## config.mk

```make
export PLATFORM = sky130hd
export DESIGN_NAME = jogador_automatico_flat
export DESIGN_NICKNAME = d
export VERILOG_FILES = /design/src/rtl/jogador_automatico_pkg.sv /design/src/rtl/jogador_automatico_if.sv /design/src/rtl/jogador_automatico_contador_timer.sv /design/src/rtl/jogador_automatico.sv /design/src/flat_wrapper.sv
export SDC_FILE = /design/constraint.sdc
export NUM_CORES = 1
export LEC_CHECK = 0
export BUFFER_PORTS_ARGS = -buffer_cell sky130_fd_sc_hd__clkbuf_2
export CAP_MARGIN = 15
export CELL_PAD_IN_SITES_DETAIL_PLACEMENT = 1
export CELL_PAD_IN_SITES_GLOBAL_PLACEMENT = 1
export CORE_MARGIN = 4
export CORE_UTILIZATION = 25
export CTS_CLUSTER_DIAMETER = 200
export DETAILED_ROUTE_END_ITERATION = 12
export HOLD_SLACK_MARGIN = 0.03
export PLACE_DENSITY = 0.59
export SYNTH_ARGS = -nofsm -noshare
export SYNTH_HDL_FRONTEND = slang
export SYNTH_SLANG_ARGS = --single-unit
```

## constraint.sdc

```tcl
create_clock -name clock -period 3.2 [get_ports clock]
set_input_delay 0.64 -clock clock [delete_from_list [all_inputs] [get_ports clock]]
set_output_delay 0.64 -clock clock [all_outputs]
set_load 0.05 [all_outputs]
```

## src/rtl/jogador_automatico_pkg.sv

```systemverilog
// Shared types for the memory-game auto-player: state codes shown on the hex
// display and the rotate used to corrupt a jogada for error injection.
package jogador_automatico_pkg;

  localparam int unsigned TimerW = 8;

  typedef enum logic [3:0] {
    StInicial   = 4'h0,
    StPulso     = 4'h1,
    StEspera    = 4'h2,
    StPressiona = 4'h3,
    StSolta     = 4'h4,
    StProxima   = 4'h5,
    StFim       = 4'hF
  } estado_t;

  function automatic logic [3:0] rotl1(input logic [3:0] v);
    return {v[2:0], v[3]};
  endfunction

endpackage

```

## src/rtl/jogador_automatico_if.sv

```systemverilog
// Player <-> game-core link: start pulse and buttons one way, result flags back.
interface jogador_automatico_if;
  logic       iniciar;
  logic [3:0] botoes;
  logic       pronto;
  logic       acertou;
  logic       errou;

  modport master (output iniciar, botoes, input pronto, acertou, errou);
  modport slave  (input iniciar, botoes, output pronto, acertou, errou);
endinterface

```

## src/rtl/jogador_automatico_contador_timer.sv

```systemverilog
// 8-bit up counter with synchronous clear; reached flags the last cycle of a
// len-cycle interval.
module jogador_automatico_contador_timer
  import jogador_automatico_pkg::*;
(
  input  logic              clock,
  input  logic              reset,
  input  logic              clear,
  input  logic              enable,
  input  logic [TimerW-1:0] len,
  output logic              reached
);

  logic [TimerW-1:0] count_q;

  always_ff @(posedge clock or negedge reset) begin
    if (!reset) begin
      count_q <= '0;
    end else if (clear) begin
      count_q <= '0;
    end else if (enable) begin
      count_q <= count_q + 1'b1;
    end
  end

  assign reached = (count_q == len - 1'b1);

endmodule

```

## src/rtl/jogador_automatico.sv

```systemverilog
// Auto-player for the memory game: plays round r as jogadas 0..r from sequencia
// with fixed press/release timing, optionally corrupting one press.
module jogador_automatico
  import jogador_automatico_pkg::*;
#(
  parameter int unsigned HOLD      = 10,
  parameter int unsigned GAP       = 10,
  parameter int unsigned START_LEN = 5,
  parameter int unsigned N_JOG     = 16,
  parameter int unsigned ERR_ROUND = 3
) (
  input  logic                        clock,
  input  logic                        reset,
  input  logic                        habilitar,
  input  logic                        err_en,
  input  logic [63:0]                 sequencia,
  jogador_automatico_if.master        jogo,
  output logic                        ocupado,
  output logic [3:0]                  rodada,
  output logic [3:0]                  db_estado
);

  estado_t           estado;
  logic [3:0]        indice;
  logic [3:0]        rodada_q;
  logic              err_q;
  logic              iniciar_q;
  logic [3:0]        botoes_q;
  logic [TimerW-1:0] len;
  logic              reached;
  logic              timed;
  logic              abort;
  logic              sai;
  logic [3:0]        jogada;
  logic [3:0]        botoes_prox;
  logic              unused_acertou;

  assign unused_acertou = jogo.acertou;

  assign timed = (estado == StPulso) || (estado == StEspera) ||
                 (estado == StPressiona) || (estado == StSolta);
  assign abort = (timed || (estado == StProxima)) && (jogo.errou || jogo.pronto);

  // Any exit from the current state restarts the interval timer.
  assign sai = abort || (timed && reached) || (estado == StProxima) ||
               ((estado == StInicial) && habilitar) || ((estado == StFim) && !habilitar);

  always_comb begin
    len = 8'd1;
    case (estado)
      StPulso:            len = 8'(START_LEN);
      StEspera, StSolta:  len = 8'(GAP);
      StPressiona:        len = 8'(HOLD);
      default:            len = 8'd1;
    endcase
  end

  always_comb begin
    jogada      = sequencia[{indice, 2'b00} +: 4];
    botoes_prox = jogada;
    if (err_q && (rodada_q == 4'(ERR_ROUND)) && (indice == rodada_q)) begin
      botoes_prox = rotl1(jogada);
    end
  end

  jogador_automatico_contador_timer u_timer (
    .clock   (clock),
    .reset   (reset),
    .clear   (sai || !timed),
    .enable  (timed),
    .len     (len),
    .reached (reached)
  );

  // Outputs are decoded from the state being left, so they trail it by a cycle.
  always_ff @(posedge clock or negedge reset) begin
    if (!reset) begin
      estado    <= StInicial;
      indice    <= '0;
      rodada_q  <= '0;
      err_q     <= 1'b0;
      iniciar_q <= 1'b0;
      botoes_q  <= '0;
    end else begin
      iniciar_q <= (estado == StPulso);
      botoes_q  <= (estado == StPressiona) ? botoes_prox : 4'd0;
      if (abort) begin
        estado <= StFim;
      end else begin
        case (estado)
          StInicial: if (habilitar) begin
            estado   <= StPulso;
            err_q    <= err_en;
            rodada_q <= '0;
            indice   <= '0;
          end
          StPulso:     if (reached) estado <= StEspera;
          StEspera:    if (reached) estado <= StPressiona;
          StPressiona: if (reached) estado <= StSolta;
          StSolta:     if (reached) estado <= StProxima;
          StProxima: begin
            if (indice < rodada_q) begin
              indice <= indice + 1'b1;
              estado <= StPressiona;
            end else if (rodada_q == 4'(N_JOG - 1)) begin
              estado <= StFim;
            end else begin
              rodada_q <= rodada_q + 1'b1;
              indice   <= '0;
              estado   <= StEspera;
            end
          end
          StFim:   if (!habilitar) estado <= StInicial;
          default: estado <= StInicial;
        endcase
      end
    end
  end

  assign jogo.iniciar = iniciar_q;
  assign jogo.botoes  = botoes_q;
  assign ocupado      = (estado != StInicial) && (estado != StFim);
  assign rodada       = rodada_q;
  assign db_estado    = estado;

endmodule
```

## src/flat_wrapper.sv

```systemverilog
// flat-port wrapper written by rule: the top's interface ports become plain ports
module jogador_automatico_flat import jogador_automatico_pkg::*;
#(
  parameter int unsigned HOLD      = 10,
  parameter int unsigned GAP       = 10,
  parameter int unsigned START_LEN = 5,
  parameter int unsigned N_JOG     = 16,
  parameter int unsigned ERR_ROUND = 3
)
  (clock, reset, habilitar, err_en, sequencia, ocupado, rodada, db_estado, jogo_iniciar, jogo_botoes, jogo_pronto, jogo_acertou, jogo_errou);
  jogador_automatico_if jogo_i ();
  input  logic clock;
  input  logic reset;
  input  logic habilitar;
  input  logic err_en;
  input  logic [63:0] sequencia;
  output logic ocupado;
  output logic [3:0] rodada;
  output logic [3:0] db_estado;
  output wire logic [$bits(jogo_i.iniciar)-1:0] jogo_iniciar;
  output wire logic [$bits(jogo_i.botoes)-1:0] jogo_botoes;
  input wire logic [$bits(jogo_i.pronto)-1:0] jogo_pronto;
  input wire logic [$bits(jogo_i.acertou)-1:0] jogo_acertou;
  input wire logic [$bits(jogo_i.errou)-1:0] jogo_errou;
  assign jogo_iniciar = jogo_i.iniciar;
  assign jogo_botoes = jogo_i.botoes;
  assign jogo_i.pronto = jogo_pronto;
  assign jogo_i.acertou = jogo_acertou;
  assign jogo_i.errou = jogo_errou;
  jogador_automatico #(.HOLD(HOLD), .GAP(GAP), .START_LEN(START_LEN), .N_JOG(N_JOG), .ERR_ROUND(ERR_ROUND)) u_core (.clock(clock), .reset(reset), .habilitar(habilitar), .err_en(err_en), .sequencia(sequencia), .jogo(jogo_i), .ocupado(ocupado), .rodada(rodada), .db_estado(db_estado));
endmodule
```

Word-level counts from Yosys, hierarchy flattened --
Cells that the tools add are included.
Cells by class: $add $sub $neg 4, $lt $le $gt $ge 1, equal/unequal tests 21, shift operators 1, multiplexer cells 22, bitwise logic cells 1, reduce and logical (&&, ||, !) cells 28
Operator list (number):
- two-way mux 4 bit | 16
- variable part select 64 x 7 -> 4 bit | 1
- case mux 4 bit (7 select lines) | 1
- case mux 4 bit (2 select lines) | 3
- two-way mux 8 bit | 2
- equality test 4 x 2 -> 1 bit, second input constant | 3
- inequality test 3 x 1 -> 1 bit, second input constant | 4
- logical OR 1 bit | 10
- adder 4 x 1 -> 4 bit, second input constant | 2
- adder 8 x 1 -> 8 bit, second input constant | 1
- equality test 4 x 3 -> 1 bit, second input constant | 2
- equality test 4 bit, second input constant | 2
- equality test 8 bit | 1
- subtractor 8 x 1 -> 8 bit, second input constant | 1
- logical AND 1 bit | 7
- inequality test 2 bit, second input constant | 3
- inequality test 3 x 2 -> 1 bit, second input constant | 2
- AND reduction 6 bit | 1
- AND reduction 5 bit | 1
- equality test 4 x 1 -> 1 bit, second input constant | 1
- equality test 4 bit | 1
- logical NOT 4 bit | 1
- less-than comparator 4 bit | 1
- inequality test 4 bit, second input constant | 1
- 8 further kinds | 10
Word-level totals: flip-flop bits (word level) 26, bits of input ports 71, output and inout bits 14, logic and storage cells 85

Longest topological paths before layout --
depth after elaboration 12, depth in mapped cells 9, mapped depth without buffers 7

Cells and area by module --
A second synthesis with hierarchy kept.
Unflattened totals: cell total of the unflattened synthesis 238, area total of the unflattened synthesis 2296.0 µm²
By module, submodules not included:
- jogador_automatico | times used 1, cells each 168, area an instance 1662.8 µm², sequential area each 450.4 µm²
- jogador_automatico_contador_timer | times used 1, cells each 70, area an instance 633.1 µm², sequential area each 200.2 µm²

Worst setup path after synthesis --
Ideal clock, no wire load.
path type flip-flop to flip-flop, start register u_core.indice[0], end register u_core.botoes_q[3] (netlist: u_core.jogo.botoes[3]), setup time 84 ps, data arrival time 2304 ps, required time 3116 ps, path slack 812 ps, stages on the path, launching flop included 9, path buffers 2, period minus slack after synthesis 2388 ps, cell sequence dfrtp_1 > buf_2 > buf_4 > inv_1 > ha_1 > nand4_1 > or4_1 > or4b_1 > o22ai_1
Between the ends: word-level cells in the longest chain between the ends 4, elaborated cells on any way between the ends 5, those cells by class eq/ne (1); shift (1); mux (2); reduce/logical (1)
Ends and longest elaborated chain:
- start: declaration | RTL line jogador_automatico.sv:24 | logic [3:0] indice;
- start signal: assignment | RTL line jogador_automatico.sv:103 | indice <= indice + 1'b1;
- parallel branches: the longest is 2 deep, another holds variable part select 64 x 7 -> 4 bit
- two-way mux 4 bit * | RTL line jogador_automatico.sv:61 | if (err_q && (rodada_q == 4'(ERR_ROUND)) && (indice == rodada_q)) begin
- two-way mux 4 bit * | RTL line jogador_automatico.sv:86 | botoes_q <= (estado == StPressiona) ? botoes_prox : 4'd0;
- end signal: assignment | RTL line jogador_automatico.sv:86
- end: declaration | RTL line jogador_automatico.sv:28 | logic [3:0] botoes_q;
Every way passes the cells marked *. A chain may end at the register's enable or synchronous reset.

Final worst setup path --
start register u_core.estado[1] (netlist: u_core.db_estado[1]), end output port ocupado
Between the ends: word-level cells in the longest chain between the ends 2, elaborated cells on any way between the ends 3, those cells by class eq/ne (1); reduce/logical (2)
Ends and longest elaborated chain:
- start: declaration | RTL line jogador_automatico.sv:23 | estado_t estado;
- start signal: assignment | RTL line jogador_automatico.sv:78 | estado <= StInicial;
- start signal: assignment | RTL line jogador_automatico.sv:88 | estado <= StFim;
- start signal: assignment | RTL line jogador_automatico.sv:92 | estado <= StPulso;
- inequality test 4 bit / nonzero test 4 bit (equally long branches) | RTL line jogador_automatico.sv:122 | assign ocupado = (estado != StInicial) && (estado != StFim);
- logical AND 1 bit * | RTL line jogador_automatico.sv:122
- end: declaration | RTL line flat_wrapper.sv:17 | output logic ocupado;
Mark *: on every way between the ends. The rest lies on a longest branch, timed or not.

==> impl_metrics.py <==
metrics = {
    "outcome": {
        "outcome": "completed",
    },
    "power_and_ir_drop": {
        "swShare": 0.481,
        "pwr-share-comb": 0.581,
        "power_switching_uw": 928,
        "p_int_mw": 1.00,
        "powerDensity_mw_per_mm2": 710,
        "p_clk_frac": 0.145,
        "cellLeakagePower_nw": 1.20,
        "irDropWorstVdd_mv": 0.351,
        "p_seq_frac": 0.274,
    },
    "sta": {
        "setup_violations": 0,
        "finalCritPeriodShare": 0.816,
        "finalMaxSlewViolations": 0,
        "fmax_ghz": 0.383,
        "rsz0062_at_grt": "false",
        "min_period_ns": 2.61,
        "hold_viol_final": 0,
        "worstMarginPinSlew_ns": 0.709,
        "tns_ns": 0,
        "clock_skew_ns": 0.00338,
        "max-slew-margin-rel": 0.527,
        "whs_ns": 0.396,
    },
    "clocking": {
        "root_buffer": "clkbuf_8",
        "clock_latency_ns": 0.28,
        "h-tree-depth": 1,
        "cts_tree": "yes",
        "path_clk_slew_ns": 0.09,
        "numCtsBuffers": 3,
        "clockBufferDepth": 2,
        "cts_hold_buf": 0,
        "cts.sinks": 26,
        "post_cts_resized": 0,
        "cts_setup_buffers": 0,
    },
    "floorplanning": {
        "dieArea_sq_mm": 0.0101,
        "row_count": 33,
        "die_h_microns": 100,
        "core_sq_mm": 0.00826,
        "fp.dieW_microns": 100,
        "start_util": 0.258,
        "ios": 85,
    },
    "placed_design": {
        "io_buffers": 83,
        "dp.final_hpwl_microns": 5330,
        "gp_congestion": 0.790,
        "postPlaceCellArea_sq_mm": 0.00265,
    },
    "critical_path": {
        "cp-start-kind": "register",
        "end_kind": "output pin",
        "crit_path_cell_trace": "inv_1 -> nor3_1 -> nor2_1 -> clkbuf_2",
        "worstPathRequired_ns": 2.56,
        "critical_path_arrival_ns": 1.97,
        "cpPeakStageDelay_ns": 0.65,
        "r2r_slack_ns": 0.87,
        "reg2reg_to": "u_core.jogo.botoes[3]$_DFF_PN0_",
        "slowest_stage": "dfrtp_1",
        "r2r.worst_path.cells": 5,
        "path_max_fanout": 15,
        "critical_path_class": "register to output pin",
        "crit_path_start": "u_core.db_estado[1]$_DFFE_PN0P_",
        "timing.rr.start": "u_core.indice[3]$_DFFE_PN0P_",
    },
    "routing": {
        "avgViaCountPerCell": 5.07,
        "drc": 0,
        "wl_per_cell_microns": 16.9,
        "vias": 1979,
        "ant_nets": 0,
        "postRouteWirelength_microns": 6590,
        "drtIter0Drc": 69,
        "dr.pass1.iters": 4,
    },
    "synthesis": {
        "synth_area_sq_mm": 0.00213,
        "synth-seq-cells": 26,
        "yosysSeqAreaShare": 0.306,
        "async_reset_ff_frac": 1.00,
        "synth_top_flop_cell": "dfrtp_1",
        "syn_inst": 205,
        "yosys_warnings": 0,
        "synth-edff-count": 0,
        "syn_nets": 283,
        "synth.distinct_cells": 56,
        "avgSynthCellArea_sq_um": 10.4,
    },
    "final_layout": {
        "ff_latch_area_sq_um": 651,
        "fin_area_sq_mm": 0.00272,
        "drive_above_1_share": 0.442,
        "multi_input_area_sq_mm": 0.00138,
        "diodes": 0,
        "fillCellCount": 990,
        "final_common_cell": "clkbuf_2",
        "fin_nets": 364,
        "syn_to_final_growth_pct": 27.6,
        "final_cell_mix": "83 x clkbuf_2, 26 x dfrtp_1, 19 x nand2_1, 16 x mux4_2, 12 x nor3_1",
    },
    "grt": {
        "grt-ovfl-total": 0,
        "grt_max_degree": 27,
        "antenna_found_initial": 0,
        "grt_pass1_wl_microns": 10700,
        "track_usage": 0.130,
        "grt_pass1_vias": 2139,
    },
    "flow_run": {
        "maxCapViolations": 0,
    },
    "hold_path": {
        "min_path_type": "input port to async pin",
    },
}
==> cell families after synthesis <==
kind of cell    Yosys count  share of synthesized area
fa+ha+maj                 7                     0.0411
mux                      32                      0.250
buf+inv                  21                     0.0458
flops                    26                      0.306
simple gates             75                      0.204
xor+xnor                  7                     0.0288
compound gates           37                      0.125
==> flip-flops by register name, summed over array words and instances, names as in the netlist <==
| signal | flops |
|---|---|
| u_core.jogo.botoes | 4 |
| u_core.indice | 4 |
| u_core.u_timer.count_q | 8 |
| u_core.err_q | 1 |
| u_core.db_estado | 4 |
| u_core.rodada | 4 |
| u_core.jogo.iniciar | 1 |
==> per-stage QoR <==
stage	std cells	total power [mW]	utilization	setup WS [ns]
CTS	390	1.97	0.329	0.579
global route	390	2.10	0.329	0.395
floorplan	205	1.39	-	0.812
finish	390	1.93	0.329	0.590
global placement	386	1.66	0.320	0.838
detailed placement	386	1.68	0.320	0.837
==> power groups by stage <==
| stage | logic (mW) | clock network (mW) | registers (mW) |
|---|---|---|---|
| global placement | 1.13 | 0 | 0.534 |
| floorplan | 0.766 | 0 | 0.629 |
| detailed placement | 1.14 | 0 | 0.538 |
| finish | 1.12 | 0.280 | 0.529 |
| CTS | 1.15 | 0.293 | 0.530 |
| global route | 1.24 | 0.301 | 0.550 |
==> critical path, delay by kind of cell (launching register included) <==
| kind | cells | cell delay [ns] |
|---|---|---|
| buf+inv | 2 | 0.49 |
| flops | 1 | 0.65 |
| simple gates | 2 | 0.56 |
==> cell usage after synthesis, types with 2 or more instances <==
library cell	count	share of area
nand3_1	6	0.014
mux2_2	6	0.032
buf_4	3	0.011
buf_2	6	0.014
ha_1	7	0.041
mux2i_1	9	0.042
nand2_1	19	0.033
and3_1	2	0.0059
a22o_1	2	0.0082
o21ai_0	8	0.019
nor2_1	10	0.018
a211o_1	2	0.0082
nor4_1	2	0.0059
xnor2_1	3	0.012
mux4_2	16	0.17
or3_1	3	0.0088
dfrtp_1	26	0.31
inv_1	10	0.018
a221oi_1	2	0.0082
o22ai_1	4	0.012
xor2_1	4	0.016
clkbuf_1	2	0.0035
nand4_1	3	0.0088
nor3_1	12	0.028
a21oi_1	4	0.0094
nor4_2	3	0.018
or4_1	2	0.0070
==> area by class of cell <==
type	instances	area share
inverter	10	0.0138
timing repair buffer	87	0.164
sequential	26	0.239
tap	105	0.0483
clock inverter	1	0.0110
clock buffer	3	0.0152
multi-input combinational	158	0.508
==> routing by layer <==
layer,vias to the layer above,GRT usage,part of all wire
met4,0,0.0155,0.0067
li1,947,-,-
met3,4,0.0229,0.028
met5,-,0,0
met2,24,0.236,0.54
met1,1004,0.165,0.42
==> worst max path at each step <==
stage	to	cells after the start	slack, ns
2_1_floorplan	u_core.jogo.botoes[3]$_DFF_PN0_	8	0.81
4_1_cts	ocupado	4	0.58
6_report	ocupado	4	0.59
5_1_grt	ocupado	4	0.40
3_5_place_dp	u_core.rodada[0]$_DFFE_PN0P_	6	0.84
3_3_place_gp	u_core.rodada[0]$_DFFE_PN0P_	6	0.84
Power figures use the tool's default switching activity.
